File: config.mk
export PLATFORM = sky130hd
export DESIGN_NAME = cc_regbank_writer
export DESIGN_NICKNAME = d
export VERILOG_FILES = /design/src/rtl/cc_regbank_pkg.sv /design/src/rtl/cc_regbank_wrstage.sv /design/src/rtl/cc_regbank_writer.sv
export SDC_FILE = /design/constraint.sdc
export NUM_CORES = 1
export LEC_CHECK = 0
export CAP_MARGIN = 25
export CORE_AREA = 2 2 205 207
export CTS_CLUSTER_SIZE = 28
export DETAILED_ROUTE_END_ITERATION = 10
export DIE_AREA = 0 0 207 209
export GPL_ROUTABILITY_DRIVEN = 1
export HOLD_SLACK_MARGIN = 0.08
export PLACE_DENSITY = 0.77
export REMOVE_ABC_BUFFERS = 1
export SYNTH_ARGS = -nofsm -noshare
export SYNTH_HDL_FRONTEND = slang
export SYNTH_SLANG_ARGS = --single-unit
File: constraint.sdc
create_clock -name CC_REGBANK_CLOCK_50 -period 2.55 [get_ports CC_REGBANK_CLOCK_50]
set_input_delay 0.3825 -clock CC_REGBANK_CLOCK_50 [delete_from_list [all_inputs] [get_ports CC_REGBANK_CLOCK_50]]
set_output_delay 0.3825 -clock CC_REGBANK_CLOCK_50 [all_outputs]
set_load 0.01 [all_outputs]
File: src/rtl/cc_regbank_pkg.sv
// Destination codes and helpers shared by the write side and the read-side selector
// of the datapath register bank.
package cc_regbank_pkg;

  localparam int REG_SEL_W = 4;
  localparam int REG_COUNT = 14;

  localparam logic [REG_SEL_W-1:0] REG_G0    = 4'd0;
  localparam logic [REG_SEL_W-1:0] REG_G1    = 4'd1;
  localparam logic [REG_SEL_W-1:0] REG_G2    = 4'd2;
  localparam logic [REG_SEL_W-1:0] REG_G3    = 4'd3;
  localparam logic [REG_SEL_W-1:0] REG_G4    = 4'd4;
  localparam logic [REG_SEL_W-1:0] REG_G5    = 4'd5;
  localparam logic [REG_SEL_W-1:0] REG_G6    = 4'd6;
  localparam logic [REG_SEL_W-1:0] REG_G7    = 4'd7;
  localparam logic [REG_SEL_W-1:0] REG_PC    = 4'd8;
  localparam logic [REG_SEL_W-1:0] REG_TEMP0 = 4'd9;
  localparam logic [REG_SEL_W-1:0] REG_TEMP1 = 4'd10;
  localparam logic [REG_SEL_W-1:0] REG_TEMP2 = 4'd11;
  localparam logic [REG_SEL_W-1:0] REG_TEMP3 = 4'd12;
  localparam logic [REG_SEL_W-1:0] REG_IR    = 4'd13;

  // Codes above IR (1110, 1111) address no register.
  function automatic logic is_valid_sel(input logic [REG_SEL_W-1:0] sel);
    return (sel <= REG_IR);
  endfunction

endpackage

File: src/rtl/cc_regbank_wrstage.sv
// One-entry holding stage for register writes: valid/ready acceptance, hold freeze,
// and a commit strobe telling the bank when the held entry may be written.
module cc_regbank_wrstage
  import cc_regbank_pkg::*;
#(
  parameter int DATA_W = 32,
  parameter int SEL_W  = REG_SEL_W
) (
  input  logic              clk,
  input  logic              srst,
  input  logic              i_valid,
  output logic              o_ready,
  input  logic [SEL_W-1:0]  i_sel,
  input  logic [DATA_W-1:0] i_data,
  input  logic              i_hold,
  output logic              o_entry_valid,
  output logic [SEL_W-1:0]  o_entry_sel,
  output logic [DATA_W-1:0] o_entry_data,
  output logic              o_commit
);

  logic              r_pending;
  logic [SEL_W-1:0]  r_sel;
  logic [DATA_W-1:0] r_data;
  logic              w_accept;

  // An occupied stage can still take a new entry on the edge it drains.
  assign o_ready  = !srst && (!r_pending || !i_hold);
  assign o_commit = !srst && r_pending && !i_hold;
  assign w_accept = i_valid && o_ready;

  always_ff @(posedge clk) begin
    if (srst) begin
      r_pending <= 1'b0;
      r_sel     <= '0;
      r_data    <= '0;
    end else if (w_accept) begin
      r_pending <= 1'b1;
      r_sel     <= i_sel;
      r_data    <= i_data;
    end else if (o_commit) begin
      r_pending <= 1'b0;
    end
  end

  assign o_entry_valid = r_pending;
  assign o_entry_sel   = r_sel;
  assign o_entry_data  = r_data;

endmodule

File: src/rtl/cc_regbank_writer.sv
// Write side of the datapath register bank: owns g0..g7, PC, Temp0..Temp3 and IR,
// commits held writes, auto-increments PC and flags invalid destination codes.
module cc_regbank_writer
  import cc_regbank_pkg::*;
#(
  parameter int                         DATAWIDTH_BUS           = 32,
  parameter int                         DATAWIDTH_REG_SELECTION = REG_SEL_W,
  parameter logic [DATAWIDTH_BUS-1:0]   PC_RESET_VALUE          = 32'h0000_0000,
  parameter int unsigned                PC_INCREMENT            = 4
) (
  input  logic                               CC_REGBANK_CLOCK_50,
  input  logic                               CC_REGBANK_RESET_InHigh,
  input  logic                               CC_REGBANK_WrValid_In,
  output logic                               CC_REGBANK_WrReady_Out,
  input  logic [DATAWIDTH_REG_SELECTION-1:0] CC_REGBANK_WrSel_In,
  input  logic [DATAWIDTH_BUS-1:0]           CC_REGBANK_WrData_In,
  input  logic                               CC_REGBANK_Hold_In,
  input  logic                               CC_REGBANK_PCInc_In,
  output logic                               CC_REGBANK_Pending_Out,
  output logic                               CC_REGBANK_SelErr_Out,
  output logic [DATAWIDTH_BUS-1:0]           CC_REGBANK_g0_Out,
  output logic [DATAWIDTH_BUS-1:0]           CC_REGBANK_g1_Out,
  output logic [DATAWIDTH_BUS-1:0]           CC_REGBANK_g2_Out,
  output logic [DATAWIDTH_BUS-1:0]           CC_REGBANK_g3_Out,
  output logic [DATAWIDTH_BUS-1:0]           CC_REGBANK_g4_Out,
  output logic [DATAWIDTH_BUS-1:0]           CC_REGBANK_g5_Out,
  output logic [DATAWIDTH_BUS-1:0]           CC_REGBANK_g6_Out,
  output logic [DATAWIDTH_BUS-1:0]           CC_REGBANK_g7_Out,
  output logic [DATAWIDTH_BUS-1:0]           CC_REGBANK_PC_Out,
  output logic [DATAWIDTH_BUS-1:0]           CC_REGBANK_Temp0_Out,
  output logic [DATAWIDTH_BUS-1:0]           CC_REGBANK_Temp1_Out,
  output logic [DATAWIDTH_BUS-1:0]           CC_REGBANK_Temp2_Out,
  output logic [DATAWIDTH_BUS-1:0]           CC_REGBANK_Temp3_Out,
  output logic [DATAWIDTH_BUS-1:0]           CC_REGBANK_IR_Out
);

  logic                               w_entry_valid;
  logic [DATAWIDTH_REG_SELECTION-1:0] w_entry_sel;
  logic [DATAWIDTH_BUS-1:0]           w_entry_data;
  logic                               w_commit;
  logic                               w_sel_ok;
  logic                               w_pc_write;
  logic                               w_pc_inc;

  logic [DATAWIDTH_BUS-1:0] r_regs [REG_COUNT];
  logic                     r_sel_err;

  cc_regbank_wrstage #(
    .DATA_W (DATAWIDTH_BUS),
    .SEL_W  (DATAWIDTH_REG_SELECTION)
  ) u_wrstage (
    .clk           (CC_REGBANK_CLOCK_50),
    .srst          (CC_REGBANK_RESET_InHigh),
    .i_valid       (CC_REGBANK_WrValid_In),
    .o_ready       (CC_REGBANK_WrReady_Out),
    .i_sel         (CC_REGBANK_WrSel_In),
    .i_data        (CC_REGBANK_WrData_In),
    .i_hold        (CC_REGBANK_Hold_In),
    .o_entry_valid (w_entry_valid),
    .o_entry_sel   (w_entry_sel),
    .o_entry_data  (w_entry_data),
    .o_commit      (w_commit)
  );

  assign w_sel_ok   = is_valid_sel(w_entry_sel);
  assign w_pc_write = w_commit && (w_entry_sel == REG_PC);
  // A committed PC write overrides a same-cycle increment.
  assign w_pc_inc   = CC_REGBANK_PCInc_In && !CC_REGBANK_Hold_In && !w_pc_write;

  always_ff @(posedge CC_REGBANK_CLOCK_50) begin
    if (CC_REGBANK_RESET_InHigh) begin
      for (int i = 0; i < REG_COUNT; i++) begin
        r_regs[i] <= '0;
      end
      r_regs[REG_PC] <= PC_RESET_VALUE;
      r_sel_err      <= 1'b0;
    end else begin
      if (w_pc_inc) begin
        r_regs[REG_PC] <= r_regs[REG_PC] + DATAWIDTH_BUS'(PC_INCREMENT);
      end
      if (w_commit) begin
        if (!w_sel_ok) begin
          r_sel_err <= 1'b1;
        end else if (w_entry_sel != REG_G0) begin
          r_regs[w_entry_sel] <= w_entry_data;
        end
      end
    end
  end

  assign CC_REGBANK_Pending_Out = w_entry_valid;
  assign CC_REGBANK_SelErr_Out  = r_sel_err;

  // g0 reads as zero no matter what was committed to it.
  assign CC_REGBANK_g0_Out    = '0;
  assign CC_REGBANK_g1_Out    = r_regs[REG_G1];
  assign CC_REGBANK_g2_Out    = r_regs[REG_G2];
  assign CC_REGBANK_g3_Out    = r_regs[REG_G3];
  assign CC_REGBANK_g4_Out    = r_regs[REG_G4];
  assign CC_REGBANK_g5_Out    = r_regs[REG_G5];
  assign CC_REGBANK_g6_Out    = r_regs[REG_G6];
  assign CC_REGBANK_g7_Out    = r_regs[REG_G7];
  assign CC_REGBANK_PC_Out    = r_regs[REG_PC];
  assign CC_REGBANK_Temp0_Out = r_regs[REG_TEMP0];
  assign CC_REGBANK_Temp1_Out = r_regs[REG_TEMP1];
  assign CC_REGBANK_Temp2_Out = r_regs[REG_TEMP2];
  assign CC_REGBANK_Temp3_Out = r_regs[REG_TEMP3];
  assign CC_REGBANK_IR_Out    = r_regs[REG_IR];

endmodule

# Word level (Yosys, flattened, before mapping)
# Memories as Yosys holds them, arrays and structs flattened.
# Cells that the tools add are included.
# totals
mem_count	1
out_inout_bits	451
ff_bits	38
input_bits	41
mem_bits_rw	448
# mem_list
memory	words	width	rd	rd_ports_with_merged_regs	write_ports	line	rtl
r_regs	14	32	13	0	14	cc_regbank_writer.sv:45	logic [DATAWIDTH_BUS-1:0] r_regs [REG_COUNT];
# op_classes
eq_ne	1
mux	17
bitwise_logic	3
n_addsub	1
magnitude_cmp	1
reduce_logical	16
# ops
operator	count
$mux 32	3
$add 32x3->32 const B	1
$reduce_or 32->1	1
$mux 1	13
$logic_and 1x1->1	7
$eq 4x4->1 const B	1
$le 4x4->1 const B	1
$logic_not 1->1	4
$mux 4	1
$reduce_bool 4->1	1
$or 1x1->1	2
$reduce_and 2->1	1
$reduce_bool 2->1	1
$logic_or 1x1->1	1
$not 1->1	1

# Depth between registers and ports, before layout
# Gate-level depths: netlist of run 1.
# logic_depth
ltp_word	10
mapped_depth	7
ltp_nobuf	6

# By module
# Synthesis of run 1 repeated with hierarchy kept, for this count alone.
# unflattened
hier_cells	1268
area_unflattened_um2	18277.5
# modules_own_cells
module	n_inst	area_each_um2	cells_per_inst	seq_area_each_um2
cc_regbank_writer	1	16590.9	1106	12512.0
cc_regbank_wrstage	1	1686.6	162	740.7

# Worst setup path before layout of run 1
# Ideal clock, no wire load.
# synth_path
path_type	input-to-reg
startpoint	in CC_REGBANK_RESET_InHigh
endpoint	mem r_regs[8][10], enable pin
arrival_time_ns	2.119
required_ns	2.164
cell_stages	6
path_slack_ns	0.045
setup_ns	0.386
path_buffers	1
cell_sequence	clkbuf_1 > nor4b_1 > nand2_1 > nor3_2 > or2_2 > a21o_1
# synth_rtl
element	line	rtl
from (decl)	cc_regbank_writer.sv:12	input logic CC_REGBANK_RESET_InHigh,
to (decl)	cc_regbank_writer.sv:45	

# Final worst setup path of run 1
# layout_path
startpoint	in CC_REGBANK_Hold_In
endpoint	out CC_REGBANK_WrReady_Out
# layout_via
elab_chain_cells	3
# layout_lines
element	line	rtl
from (decl)	cc_regbank_writer.sv:17	input logic CC_REGBANK_Hold_In,
$logic_not 1->1	cc_regbank_wrstage.sv:28	assign o_ready = !srst && (!r_pending || !i_hold);
$logic_or 1x1->1	cc_regbank_wrstage.sv:28	
$logic_and 1x1->1	cc_regbank_wrstage.sv:28	
to (decl)	cc_regbank_writer.sv:14	output logic CC_REGBANK_WrReady_Out,
# No other way between the ends.

==> results.json, run 1 <==
{
  "use_met1_pct": 30.8,
  "synth.area.top_cells": "edfxtp_1 (70%), and2_1 (14%), dfxtp_1 (4.2%)",
  "register_area_um2": 13300,
  "grt_max_degree": 33,
  "ys_seq_area_share_pct": 73.9,
  "viasPerCell": 5.03,
  "synth_ff_type": "edfxtp_1",
  "path_depth": 4,
  "fin_worst_skew_ns": 0.0125,
  "use_met3_pct": 4.58,
  "min_period_ns": 2.32,
  "r2r_cells": 5,
  "p_leak_nw": 9.25,
  "worstHoldStart": "CC_REGBANK_RESET_InHigh",
  "clock-sinks": 454,
  "grt_use_met2_pct": 39.4,
  "cp_max_fo": 6,
  "cts_buffers": 45,
  "ir_worst_vdd_v": 0.000471,
  "finalHoldViolCount": 0,
  "rsz0062_at_grt": "false",
  "synth-seq-cells": 454,
  "netlist_top_cells_count": "edfxtp_1 (416), and2_1 (387), nand2_1 (110)",
  "r2r-start": "r_regs[8][17]$_DFFE_PP_",
  "drive_gt1_share_pct": 8.96,
  "postCtsSetupBuffers": 0,
  "synth.largest_area_cell": "edfxtp_1",
  "rrSetupSlack_ns": 0.29,
  "core_um2": 41300,
  "portBuffers": 459,
  "period_share_pct": 90.8,
  "clock_path_buffers": 3,
  "drt_iter0_markers": 908,
  "io_pins": 492,
  "hold_class": "input pin to flop",
  "critical_path.cell_chain": "clkdlybuf4s50_1, buf_4, a21oi_1, clkdlybuf4s50_1",
  "hold_depth": 3,
  "num_vias": 11589,
  "areaGrowthSynthToFinish_pct": 39.3,
  "dp_hpwl_mm": 35.0,
  "die_w_um": 207,
  "p_per_area_nw_per_um2": 682,
  "final_cell_count_no_fill": 2304,
  "cp_common_cell": "clkdlybuf4s50_1",
  "fin_area_um2": 25000,
  "wirelength_mm": 52.1,
  "antenna_found_initial": 3,
  "yosysMostFrequentCell": "edfxtp_1",
  "grt_pass1_vias": 11358,
  "htreeDepth": 2,
  "drc_errors": 0,
  "cts-resized-gates": 0,
  "cts_hold_buffers": 0,
  "wl_per_cell_um": 22.6,
  "r2r-end": "r_regs[8][29]$_DFFE_PP_",
  "std_cell_rows": 75,
  "required_ns": 2.17,
  "avgSynthCellArea_um2": 14.2,
  "cpMaxStageDelayCell": "clkdlybuf4s50_1",
  "end_kind": "primary output",
  "dp.cells": 2219,
  "worst_pin_slew_ns": 0.861,
  "final_nets": 1769,
  "async_flop_share_pct": 0,
  "place_area_um2": 23400,
  "slew_headroom_pct": 42.5,
  "cts_tree": "yes",
  "multiInputGateArea_um2": 4230,
  "synth_edf_count": 416,
  "die_y_um": 209,
  "overflow": 0,
  "hold_end": "CC_REGBANK_SelErr_Out$_SDFFE_PP0P_",
  "synth_top_area_share_pct": 69.7,
  "cts_root_buffer": "clkbuf_16",
  "worstSkewPairLatency_ns": 0.56,
  "grt_pass1_wl_mm": 75.2,
  "gp_congestion": 0.829,
  "ys_types": 38,
  "crit_arrival_ns": 1.93,
  "track_usage_pct": 23.6,
  "crit_type": "input pin to primary output",
  "maxCapViolCount": 0,
  "crit_buf_inv": 3,
  "crit_family": "buffers and inverters",
  "setup_violations": 0,
  "dr.pass1.iters": 5,
  "final_antenna_net_count": 0,
  "fillers": 3120,
  "setup_tns_ns": 0,
  "initial_core_util_pct": 43.4,
  "clkTransAtPathRegs_ns": 0.06,
  "status": "finished, final reports clean",
  "busiest_layer": "met2",
  "drv_slew": 0,
  "critPathLaunchType": "input pin",
  "synth_warnings": 0,
  "fmax_mhz": 432,
  "synthesis.area_um2": 17900,
  "post-route-util_pct": 60.5,
  "max_stage_delay_ns": 0.61,
  "syn_inst": 1265,
  "dieArea_um2": 43300
}
-- worst max-delay path by stage --
stage	to	slack [ns]	from
6_report	CC_REGBANK_WrReady_Out	0.23	CC_REGBANK_Hold_In
5_1_grt	r_regs[8][29]$_DFFE_PP_	0.12	r_regs[8][17]$_DFFE_PP_
4_1_cts	CC_REGBANK_WrReady_Out	0.25	CC_REGBANK_Hold_In
3_5_place_dp	r_regs[8][30]$_DFFE_PP_	0.06	CC_REGBANK_Hold_In
3_3_place_gp	r_regs[8][10]$_DFFE_PP_	0.09	CC_REGBANK_Hold_In
2_1_floorplan	r_regs[12][0]$_SDFFCE_PN0P_	-0.75	CC_REGBANK_RESET_InHigh
-- metrics by stage --
step           setup WS [ns]  hold slack, ns  power (W)
4_1_cts                0.255           0.278     0.0171
3_3_place_gp          0.0929           0.505     0.0100
3_5_place_dp          0.0640           0.503     0.0101
5_1_grt                0.121           0.335     0.0175
6_report               0.235           0.335     0.0170
2_1_floorplan         -0.748           0.455    0.00908
-- per-layer routing --
| metal | vias up | routed length, um |
|---|---|---|
| met2 | 650 | 25700 |
| met4 | 0 | 1610 |
| li1 | 5190 | - |
| met3 | 99 | 4430 |
| met1 | 5650 | 20400 |
| met5 | - | 0 |
-- cells in the final DEF, fill, tap and decap left out, types with 2 or more instances in the layout --
master             n
a21oi_1            2
nand2_1          110
edfxtp_1         416
nand4_1            5
clkinv_4           4
nand2b_1           5
diode_2            2
clkinv_1           5
and3_1             3
dfxtp_1           38
o21ai_0           20
inv_1              5
and4_1             2
clkdlybuf4s50_1  458
clkinv_2           8
clkbuf_1           3
or2_2             15
conb_1            32
o21ai_1           12
clkinvlp_4         6
buf_4             30
nand3_1           15
nor2_2             9
xor2_1            10
nand3b_1          35
and2_1           386
bufinv_16          9
or4_1              2
nor2_1             8
nor3_1             8
nor4_2             4
clkbuf_16         47
xnor2_1           18
buf_12            18
-- state kept, by name, indices dropped and copies added, names as in the netlist --
register,cells
r_regs,416
u_wrstage.o_entry_data,32
u_wrstage.o_entry_sel,4
CC_REGBANK_SelErr_Out,1
u_wrstage.o_entry_valid,1
-- report_power, final --
part	switching [W]	internal [W]	leakage, nW
registers	0.000364	0.00839	4.63
logic	0.000548	0.000598	3.85
clock network	0.00284	0.00429	0.771
-- kinds of logic (layout without fill, tap and decap cells) --
group | after synthesis | after routing | synth area share [%]
AOI/OAI and AO/OA | 35 | 35 | 0.991
xor gates and xnor gates | 28 | 28 | 1.37
adders and majority gates | 1 | 1 | 0.0698
buffers and inverters | 128 | 595 | 3.39
DFF | 454 | 454 | 73.9
other | 1 | 34 | 0.0209
and+or+nand+nor | 618 | 618 | 20.2
-- final cells by class --
type | count | share of cell area (%)
Clock inverter | 33 | 1.67
Clock buffer | 50 | 4.76
Antenna cell | 2 | 0.0200
Tap cell | 539 | 2.70
Timing Repair Buffer | 507 | 20.7
Multi-Input combinational cell | 714 | 17.0
Inverter | 5 | 0.0752
Sequential cell | 454 | 53.1
-- worst min-delay path, cell delays in order --
cell    delay (ns)
buf_2         0.15
buf_4         0.20
nor2_1        0.11
Power figures use the tool's default switching activity.
==> run 2, diff against run 1 <==
--- a/config.mk
+++ b/config.mk
@@ -5,13 +5,11 @@
 export SDC_FILE = /design/constraint.sdc
 export NUM_CORES = 1
 export LEC_CHECK = 0
-export CAP_MARGIN = 25
 export CORE_AREA = 2 2 205 207
 export CTS_CLUSTER_SIZE = 28
 export DETAILED_ROUTE_END_ITERATION = 10
 export DIE_AREA = 0 0 207 209
 export GPL_ROUTABILITY_DRIVEN = 1
-export HOLD_SLACK_MARGIN = 0.08
 export PLACE_DENSITY = 0.77
 export REMOVE_ABC_BUFFERS = 1
 export SYNTH_ARGS = -nofsm -noshare
==> results of run 2 <==
Same layout as run 1: the final DEF is identical, and so are final timing and power.
==> run 3, diff against run 2 <==
--- a/config.mk
+++ b/config.mk
@@ -10,6 +10,7 @@
 export DETAILED_ROUTE_END_ITERATION = 10
 export DIE_AREA = 0 0 207 209
 export GPL_ROUTABILITY_DRIVEN = 1
+export HOLD_SLACK_MARGIN = 0.03
 export PLACE_DENSITY = 0.77
 export REMOVE_ABC_BUFFERS = 1
 export SYNTH_ARGS = -nofsm -noshare
==> results of run 3 <==
Same layout as run 1: the final DEF is identical, and so are final timing and power.
